[config.mk]
export PLATFORM = sky130hd
export DESIGN_NAME = bus_arbiter
export DESIGN_NICKNAME = d
export VERILOG_FILES = /design/src/rtl/bus_arbiter.sv
export SDC_FILE = /design/constraint.sdc
export NUM_CORES = 1
export LEC_CHECK = 0
export ABC_CLOCK_PERIOD_IN_PS = 5500
export CORE_AREA = 2 2 39 41
export CTS_CLUSTER_DIAMETER = 50
export CTS_CLUSTER_SIZE = 24
export DETAILED_ROUTE_END_ITERATION = 12
export DIE_AREA = 0 0 41 43
export PLACE_DENSITY_LB_ADDON = 0.08
export SLEW_MARGIN = 20
export SYNTH_ARGS = -nofsm -noshare
export SYNTH_HDL_FRONTEND = slang
export SYNTH_SLANG_ARGS = --single-unit
[constraint.sdc]
create_clock -name clk -period 5.5 [get_ports clk]
set_input_delay 0.825 -clock clk [delete_from_list [all_inputs] [get_ports clk]]
set_output_delay 0.825 -clock clk [all_outputs]
set_load 0.05 [all_outputs]
[src/rtl/bus_arbiter.sv]
// ============================================================================
// Module  : bus_arbiter
// Brief   : Shared-bus arbiter with one-hot registered grant and idle
//           turnaround between tenures. Define BUS_ARB_ROUND_ROBIN_EN for
//           round-robin selection; the default build is fixed priority.
// Revision: 1.0 - initial release
// ============================================================================
`default_nettype none

module bus_arbiter #(
  parameter int NUM_MASTERS = 4,
  parameter int IDX_W       = 2,
  parameter int TURN_CYCLES = 1
) (
  input  logic                   clk,
  input  logic                   rst,
  input  logic [NUM_MASTERS-1:0] bus_req,
  output logic [NUM_MASTERS-1:0] bus_grant,
  output logic [IDX_W-1:0]       owner,
  output logic                   owner_valid,
  output logic                   bus_busy
);

  typedef enum logic [1:0] {
    S_IDLE  = 2'd0,
    S_GRANT = 2'd1,
    S_TURN  = 2'd2
  } state_t;

  localparam logic [1:0]       C_TURN_LOAD = 2'(TURN_CYCLES);
  localparam logic [IDX_W-1:0] C_LAST_IDX  = IDX_W'(NUM_MASTERS - 1);

  state_t                 r_state, w_state_nxt;
  logic [NUM_MASTERS-1:0] r_grant, w_grant_nxt;
  logic [IDX_W-1:0]       r_owner, w_owner_nxt;
  logic [1:0]             r_cnt,   w_cnt_nxt;
  logic                   w_any;
  logic [IDX_W-1:0]       w_win;

`ifdef BUS_ARB_ROUND_ROBIN_EN
  localparam logic [IDX_W:0] C_NUM = (IDX_W+1)'(NUM_MASTERS);

  logic [IDX_W-1:0]         r_ptr, w_ptr_nxt;
  logic [2*NUM_MASTERS-1:0] w_dbl;
  logic [NUM_MASTERS-1:0]   w_rot;
  logic [IDX_W-1:0]         w_off;
  logic [IDX_W:0]           w_sum;

  // Rotate requests so the pointer position sits at bit 0, pick the lowest
  // set bit, then map the offset back to an absolute index.
  always_comb begin
    w_dbl = {bus_req, bus_req} >> r_ptr;
    w_rot = w_dbl[NUM_MASTERS-1:0];
    w_off = '0;
    for (int i = NUM_MASTERS - 1; i >= 0; i--) begin
      if (w_rot[i]) w_off = IDX_W'(i);
    end
    w_sum = {1'b0, r_ptr} + {1'b0, w_off};
    if (w_sum >= C_NUM) w_sum = w_sum - C_NUM;
    w_win = w_sum[IDX_W-1:0];
  end
`else
  always_comb begin
    w_win = '0;
    for (int i = NUM_MASTERS - 1; i >= 0; i--) begin
      if (bus_req[i]) w_win = IDX_W'(i);
    end
  end
`endif

  assign w_any = |bus_req;

  always_ff @(posedge clk or negedge rst) begin
    if (!rst) begin
      r_state <= S_IDLE;
      r_grant <= '0;
      r_owner <= '0;
      r_cnt   <= '0;
`ifdef BUS_ARB_ROUND_ROBIN_EN
      r_ptr   <= '0;
`endif
    end else begin
      r_state <= w_state_nxt;
      r_grant <= w_grant_nxt;
      r_owner <= w_owner_nxt;
      r_cnt   <= w_cnt_nxt;
`ifdef BUS_ARB_ROUND_ROBIN_EN
      r_ptr   <= w_ptr_nxt;
`endif
    end
  end

  always_comb begin
    w_state_nxt = r_state;
    w_grant_nxt = r_grant;
    w_owner_nxt = r_owner;
    w_cnt_nxt   = r_cnt;
`ifdef BUS_ARB_ROUND_ROBIN_EN
    w_ptr_nxt   = r_ptr;
`endif
    case (r_state)
      S_IDLE: begin
        if (w_any) begin
          w_grant_nxt        = '0;
          w_grant_nxt[w_win] = 1'b1;
          w_owner_nxt        = w_win;
          w_state_nxt        = S_GRANT;
`ifdef BUS_ARB_ROUND_ROBIN_EN
          w_ptr_nxt = (w_win == C_LAST_IDX) ? '0 : w_win + 1'b1;
`endif
        end
      end
      S_GRANT: begin
        // No preemption: only the owner releasing its request ends the tenure.
        if (!bus_req[r_owner]) begin
          w_grant_nxt = '0;
          w_owner_nxt = '0;
          if (TURN_CYCLES > 0) begin
            w_cnt_nxt   = C_TURN_LOAD;
            w_state_nxt = S_TURN;
          end else begin
            w_state_nxt = S_IDLE;
          end
        end
      end
      S_TURN: begin
        if (r_cnt <= 2'd1) begin
          w_cnt_nxt   = '0;
          w_state_nxt = S_IDLE;
        end else begin
          w_cnt_nxt = r_cnt - 2'd1;
        end
      end
      default: begin
        w_state_nxt = S_IDLE;
        w_grant_nxt = '0;
        w_owner_nxt = '0;
        w_cnt_nxt   = '0;
      end
    endcase
  end

  assign bus_grant   = r_grant;
  assign owner       = r_owner;
  assign owner_valid = |r_grant;
  assign bus_busy    = (r_state != S_IDLE);

endmodule

`default_nettype wire

==> results, run 1 <==
- In the synthesized netlist the dominant register cell turns out to be sky130_fd_sc_hd__dfrtp_1.
- The most common cell in the synthesized netlist is sky130_fd_sc_hd__dfrtp_1.
- The count of flip-flops with a built-in enable after synthesis is 0.
- The placement row count is 14.
- The hold-critical path depth is 1.
- The floorplan step defined a die boundary enclosing 1760 um^2.
- After clock tree synthesis, the clock-pin slew on the worst setup and hold paths is around 0.070 ns.
- The cell repeated most along the worst path is sky130_fd_sc_hd__inv_1.
- The startpoint of the most critical hold path is bus_grant[2].
- 0 antenna diodes ended up in the layout.
- The post-synthesis area per instance is roughly 11 um^2.
- Post-CTS repair changed the size of 0 cells.
- For this run, the number of Yosys warnings is 0.
- The total clock buffers created by CTS is 3.
- Synthesis produced a netlist with a net count of between 60 and 70.
- The area growth from synthesis to layout is 25.5%.
- The detailed-route wire length is roughly 1300 um.
- The area of all sequential standard cells is 250 um^2.
- The classification of the worst-slack hold path is reg -> reg.
- The weighted congestion reported at the end of routability-driven placement is 0.720.
- The wire length of the first global-routing pass is ~2000 um.
- In this run, the number of DRC markers left after iteration 0 of detailed routing was 6.
- For this run, the total global-route usage over all layers was measured as 18.3%.
- The setup fix buffers added after clock tree synthesis is 0.
- The critical path launch point type is a register.
- The setup skew after layout is 0.000936 ns.
- The final routed DRC violation total is 0.
- The final total negative setup slack is 0 ns.
- The critical path startpoint is r_state[0].
- The deepest clock path buffer count is 2.
- The number of antenna violations at the first check in global routing is 0.
- The post-detailed-route via-to-cell ratio is 5.65.
- The overall die height is approximately 43 um.
- The detailed placement HPWL is 943 um.
- After synthesis, the netlist uses 26 different library cells.
- The final setup violation count is 0.
- The total number of vias is approximately 500.
- The routed design could run at a clock period as short as 2.85 ns.
- The endpoint class of the critical path is an output pin.
- The x dimension of the die is slightly above 40 um.
- The later pin in the worst-skew pair is clocked with a latency of 0.27 ns.
- The via count of the first global-routing pass is 462.
- The final hold violation count is 0.
- After synthesis, flip-flops and latches occupy 39.6% of the total area.
- The analysis attributes to cell leakage a power of 0.357 nW.
- The worst slew margin relative to its limit is approximately two thirds.
- The detailed-routing iteration count for the pre-antenna-repair pass is 3.
- Dividing total power by cell area gives a power density of ~560 nW/um^2.
- Summed over all layers, the global routing overflow is 0.
- The max-slew violation count was 0.
- The portion of the clock cycle consumed by the worst path in the final layout is roughly half.
- After synthesis the netlist holds a flip-flop and latch count of 10.
- The cell count after synthesis is 57.
- The cell sitting at the root of the clock tree is a sky130_fd_sc_hd__clkbuf_4.
- The critical-path maximum fanout is 6.
- The share of synthesized area in the top cell type comes to approximately two fifths.
- The worst setup path is of the reg -> out kind.
- Setup repair after global routing left no endpoint under its margin.
- The hold path endpoint is bus_grant[2].
- In this run the number of H-tree levels came out at 1.
- Data on the critical path is required at its endpoint by 4.68 ns.
- The fraction of layout instances using a drive strength above 1 is 12.5%.
- The number of cell instances on the worst register-to-register path is 6.
- The count of max-cap constraint violations is 0.
- The area of the placeable core is 1380 um^2.
- The largest net degree at the start of global routing is 11.
- In the synthesized netlist the async set-or-reset flop fraction comes to 100%.
- The maximum clock frequency is 351 MHz.
- 14 I/O pins were placed.
- In this run the remaining antenna-violating nets after routing total 0.
- The worst-case IR drop observed on VDD is 0.265 mV.
- For this design, the sink count on the clock tree is 10.
- At the pin with the least slew margin, the transition time is roughly 0.49 ns.
- Ranked by instance count, the synthesized netlist is headed by 10 x sky130_fd_sc_hd__dfrtp_1, 5 x sky130_fd_sc_hd__ha_1, 5 x sky130_fd_sc_hd__inv_1.
- The startpoint of the lowest-slack register-to-register path is r_state[0].
- The initial core utilization is 45.7%.
- sky130_fd_sc_hd__dfrtp_1 takes more of the synthesized area than any other cell.
- Ranked by total cell area, the synthesized netlist is headed by sky130_fd_sc_hd__dfrtp_1 40%, sky130_fd_sc_hd__ha_1 9.9%, sky130_fd_sc_hd__mux2i_1 6.3%, sky130_fd_sc_hd__mux2_4 4.8%, sky130_fd_sc_hd__mux4_1 4.2%.
- The net count reported at finish is 85.
- Power comes to about 0.44 mW.
- The multi-input combinational cells in the finished layout cover a total of 352 um^2.
- The flow ran to the end, and the final reports show no timing, DRC or antenna violations.
- Walking the worst path, the cells encountered are inv_1 -> ha_1 -> inv_1 -> clkdlybuf4s50_1.
- In this run the register-to-register setup slack is 3.31 ns.
- In the final routed layout, each cell accounts on average for around 14 um.
- In this design, the stage delay of the slowest critical-path cell is 0.83 ns.
- Buffers inserted to repair hold after CTS numbered 0.
- The worst flop-to-flop path endpoint is bus_grant[3].
- Among all stages on the critical path, the largest delay is contributed by sky130_fd_sc_hd__clkdlybuf4s50_1.
- Data arrives at the worst endpoint at just over 2 ns.
- The filler cells instantiated in the layout total 135.
- TritonCTS built the clock tree.
- The quantity of I/O buffers inserted on ports is 13.
- The netlist area before placement is 632 um^2.
[critical path: cells and delay by family (launching register included)]
kind / cells / cell delay (ns)
fa+ha+maj: 1 / 0.28
buf+inv: 3 / 1.09
flops: 1 / 0.38
[logic make-up (layout without fill, tap and decap cells)]
family / after synthesis / in the layout / share of synthesized area (%)
mux: 8 / 8 / 17.0
fa+ha+maj: 5 / 5 / 9.90
flops: 10 / 10 / 39.6
simple gates: 19 / 19 / 17.2
compound gates: 9 / 9 / 11.5
buf+inv: 6 / 21 / 4.75
[cell type report]
type,count,area share [%]
sequential,10,31.5
timing repair buffer,13,16.4
clock buffer,3,2.84
inverter,5,2.37
tap,16,2.52
multi-input combinational,41,44.3
[how the worst max path moves through the flow]
stage | endpoint | slack (ns)
after global routing | bus_busy | 2.57
after floorplan | owner_valid | 3.29
after CTS | bus_busy | 2.65
after detailed placement | bus_grant[3] | 2.74
after global placement | bus_grant[3] | 2.81
final | bus_busy | 2.65
[placed cells by master, fill, tap and decap left out, types with 2 or more instances in the layout]
master	count
sky130_fd_sc_hd__a21o_2	2
sky130_fd_sc_hd__clkbuf_4	3
sky130_fd_sc_hd__clkdlybuf4s50_1	13
sky130_fd_sc_hd__dfrtp_1	10
sky130_fd_sc_hd__ha_1	5
sky130_fd_sc_hd__inv_1	5
sky130_fd_sc_hd__mux2_4	2
sky130_fd_sc_hd__mux2i_1	4
sky130_fd_sc_hd__nand2_1	3
sky130_fd_sc_hd__nor2_1	3
sky130_fd_sc_hd__nor2b_1	2
sky130_fd_sc_hd__nor4_1	2
sky130_fd_sc_hd__o21ai_0	3
sky130_fd_sc_hd__or3_1	2
[per-layer routing]
| layer | vias to the layer above | global-route usage, % | wire, um |
|---|---|---|---|
| li1 | 240 | - | - |
| met1 | 240 | 21.5 | 563 |
| met2 | 12 | 25.9 | 600 |
| met3 | 5 | 7.85 | 71 |
| met4 | 0 | 12.0 | 38 |
| met5 | - | 0 | 0 |
[power breakdown]
part | switching, mW | leakage (nW) | internal [mW]
registers | 0.0230 | 0.134 | 0.0963
clock network | 0.0274 | 0.0138 | 0.0254
logic | 0.165 | 0.209 | 0.106
total | 0.215 | 0.357 | 0.227
[sequential cells by signal (all words and copies together), names as in the netlist]
name,count
r_state,2
owner,2
r_cnt,2
bus_grant,4
[per-stage QoR]
step                instances  instance area (um^2)  utilization, %  hold slack, ns  setup WS (ns)
global placement           85                   771            55.7           0.491           2.81
detailed placement         85                   771            55.7           0.500           2.74
global route               88                   793            57.3           0.539           2.57
CTS                        88                   793            57.3           0.515           2.65
floorplan                  57                   632               -           0.498           3.29
finish                     88                   793            57.3           0.517           2.65
(Power assumes the default switching activity.)
==> inputs of run 2 (changes only) <==
--- a/config.mk
+++ b/config.mk
@@ -5,12 +5,11 @@
 export SDC_FILE = /design/constraint.sdc
 export NUM_CORES = 1
 export LEC_CHECK = 0
-export ABC_CLOCK_PERIOD_IN_PS = 5500
-export CORE_AREA = 2 2 39 41
+export ABC_CLOCK_PERIOD_IN_PS = 2550
+export CORE_UTILIZATION = 43
 export CTS_CLUSTER_DIAMETER = 50
 export CTS_CLUSTER_SIZE = 24
 export DETAILED_ROUTE_END_ITERATION = 12
-export DIE_AREA = 0 0 41 43
 export PLACE_DENSITY_LB_ADDON = 0.08
 export SLEW_MARGIN = 20
 export SYNTH_ARGS = -nofsm -noshare
==> constraint.sdc (replaced) <==
create_clock -name clk -period 2.55 [get_ports clk]
set_input_delay 0.3825 -clock clk [delete_from_list [all_inputs] [get_ports clk]]
set_output_delay 0.3825 -clock clk [all_outputs]
set_load 0.05 [all_outputs]
==> results, run 2 (same netlist as run 1, synthesis figures left out) <==
- In this run, post-CTS hold repair placed 0 buffers.
- Once layout is complete, the utilization of the core stands at 60.4%.
- In this run the count of I/O pins placed on the die edge is 14.
- The final routed DRC violation total is 0.
- At the pin with the least slew margin, the transition time is 0.498 ns.
- The worst flop-to-flop path endpoint is bus_grant[3].
- The critical path start-end classification is reg -> out.
- The leakage power of the design is 0.364 nW.
- The total clock buffers created by CTS is 3.
- The worst path uses 92.7% of the clock period.
- For this design, the sink count on the clock tree is 10.
- The met2 layer usage reported by global route is 29.4%.
- The final hold violation count is 0.
- The final layout contains routed wiring with a total length of ~1300 um.
- Sequential cells burn 26.0% of the power.
- The largest net degree at the start of global routing is 11.
- Dividing the detail-routed via count by the number of cells gives about 5.6.
- The worst slew margin relative to its limit is 66.7%.
- Counting along the longest clock path gives a buffer depth of 2.
- TritonCTS built the clock tree.
- The endpoint class of the critical path is an output pin.
- The analysis attributes to net switching a power of 0.469 mW.
- Setup repair after global routing left no endpoint under its margin.
- The final setup violation count is 0.
- The setup skew after layout is ~0.0077 ns.
- The global routing stage identified its most utilized layer as met2.
- The net count reported at finish is between 80 and 90.
- The detailed-route wire length per cell is 15.1 um.
- The number of antenna violations at the first check in global routing came to 0.
- The classification of the worst-slack hold path is in -> async.
- After clock tree synthesis, the clock-pin slew on the worst setup and hold paths is 0.07 ns.
- The post-layout minimum cycle time is 2.36 ns.
- In this run the power density over the cells is 1230 nW/um^2.
- The data arrival at the endpoint of the critical path is ~2.0 ns.
- The count of cells in the finished layout, fillers not included, comes to roughly 90.
- The run finished with clean final reports.
- The overall track demand over capacity in global routing is 20.3%.
- At the later pin of the worst-skew pair, clock insertion delay measures ~0.27 ns.
- After global routing the overflow that remains totals 0.
- The register with the most flip-flops in the layout has 4 of them.
- The number of antenna diodes is 0.
- The critical path launch point type is a register.
- The setup fix buffers added after clock tree synthesis is 0.
- The quantity of I/O buffers inserted on ports is 13.
- The via count of the first global-routing pass is 449.
- The maximum resistive drop on vdd is 0.644 mV.
- The internal power is 0.524 mW.
- The CTS H-tree depth is 1.
- The weighted congestion reported at the end of routability-driven placement is 0.830.
- The post-synthesis to final-layout area growth is 27.5%.
- The maximum clock frequency is 423 MHz.
- Cells with a size suffix above 1 make up 13.7% of the layout.
- In the global route stage, met1 resource usage came out at 26.5%.
- The most common cell after layout, fill and taps aside is sky130_fd_sc_hd__clkdlybuf4s50_1.
- The critical-path maximum fanout is 6.
- The wire length of the first global-routing pass is 2060 um.
- The x dimension of the die is 40.3 um.
- The routing usage on met3 is 10.6%.
- The first detailed-routing pass ran for 4 iterations.
- The library cell used as clock root buffer is sky130_fd_sc_hd__clkbuf_4.
- Setup slack closes at 0.187 ns.
- Summed over all failing endpoints, the final setup total negative slack is 0 ns.
- In this run, the number of DRC markers left after iteration 0 of detailed routing was 5.
- The net switching share of the total power is 47.3%.
- The die outline area is about 1600 um^2.
- Across the run, the number of max-cap violations was 0.
- In the layout the commonest cells are 13 x sky130_fd_sc_hd__clkdlybuf4s50_1, 10 x sky130_fd_sc_hd__dfrtp_1, 5 x sky130_fd_sc_hd__inv_1, 5 x sky130_fd_sc_hd__ha_1, 4 x sky130_fd_sc_hd__mux2i_1.
- Counting tap cells, the placed design contains a total of 84 instances.
- The clock share of power is 14.7%.
- The reg2reg setup slack is roughly 0.35 ns.
- The max-slew violation count is 0.
- Counting cells, the worst reg-to-reg path comes to 6.
- The die is between 40 and 50 um tall.
- The critical path data required time is ~2.2 ns.
- The total number of vias is 493.
- The combinational group share of total power is 59.3%.
- The area of the placeable core is 1330 um^2.
- Detailed placement ended at an HPWL of 1020 um.
- The number of cells upsized or downsized after cts is 0.
- The detail route stage leaves a number of antenna-violating nets equal to 0.
- The worst setup slack before clock tree synthesis is 0.261 ns.
- The layout has 112 filler cells.
- The startpoint of the lowest-slack register-to-register path is r_state[0].
- The initial core utilization is a little under half.
- The placement row count is 13.
==> run 2: cell types whose count changed in the layout (fill, tap and decap cells not counted) <==
cell                       change
sky130_fd_sc_hd__clkbuf_8      +1
==> run 2: worst max-delay path, stage by stage (launching register included) <==
cell and delay, ns:
sky130_fd_sc_hd__dfrtp_1 0.37, sky130_fd_sc_hd__inv_1 0.10, sky130_fd_sc_hd__ha_1 0.27, sky130_fd_sc_hd__inv_1 0.15, sky130_fd_sc_hd__clkdlybuf4s50_1 0.82
==> run 2: worst max path at each step <==
stage | startpoint | end | slack, ns | cells past startpoint
2_1_floorplan | owner[1] | bus_grant[1] | 0.58 | 5
3_3_place_gp | bus_req[0] | bus_grant[1] | 0.32 | 5
3_5_place_dp | bus_req[0] | bus_grant[3] | 0.26 | 5
4_1_cts | r_state[0] | bus_busy | 0.18 | 4
5_1_grt | r_state[0] | bus_busy | 0.08 | 4
6_report | r_state[0] | bus_busy | 0.19 | 4
==> run 2: area by class of cell <==
cell class	instances	area, um^2	area share (%)
inverter	5	18.8	2.33
sequential	10	250	31.1
clock buffer	4	36.3	4.50
tap	15	18.8	2.33
multi-input combinational	41	352	43.6
timing repair buffer	13	130	16.1
==> run 2: per-stage QoR <==
stage / instance area [um^2] / hold WS, ns / power, mW
floorplan: 632 / 0.0869 / 0.704
global placement: 769 / 0.503 / 0.844
detailed placement: 769 / 0.504 / 0.847
CTS: 806 / 0.445 / 0.997
global route: 806 / 0.465 / 1.06
finish: 806 / 0.431 / 0.993
==> run 2: layer usage <==
layer / wire, um / vias up
li1: - / 241
met1: 630 / 234
met2: 593 / 14
met3: 89 / 4
met4: 16 / 0
met5: 0 / -
==> run 2: power by group through the flow <==
stage | sequential (mW) | clock [mW] | combinational [mW]
2_1_floorplan | 0.345 | 0 | 0.360
3_3_place_gp | 0.261 | 0 | 0.583
3_5_place_dp | 0.260 | 0 | 0.587
4_1_cts | 0.258 | 0.151 | 0.589
5_1_grt | 0.266 | 0.158 | 0.637
6_report | 0.258 | 0.146 | 0.589
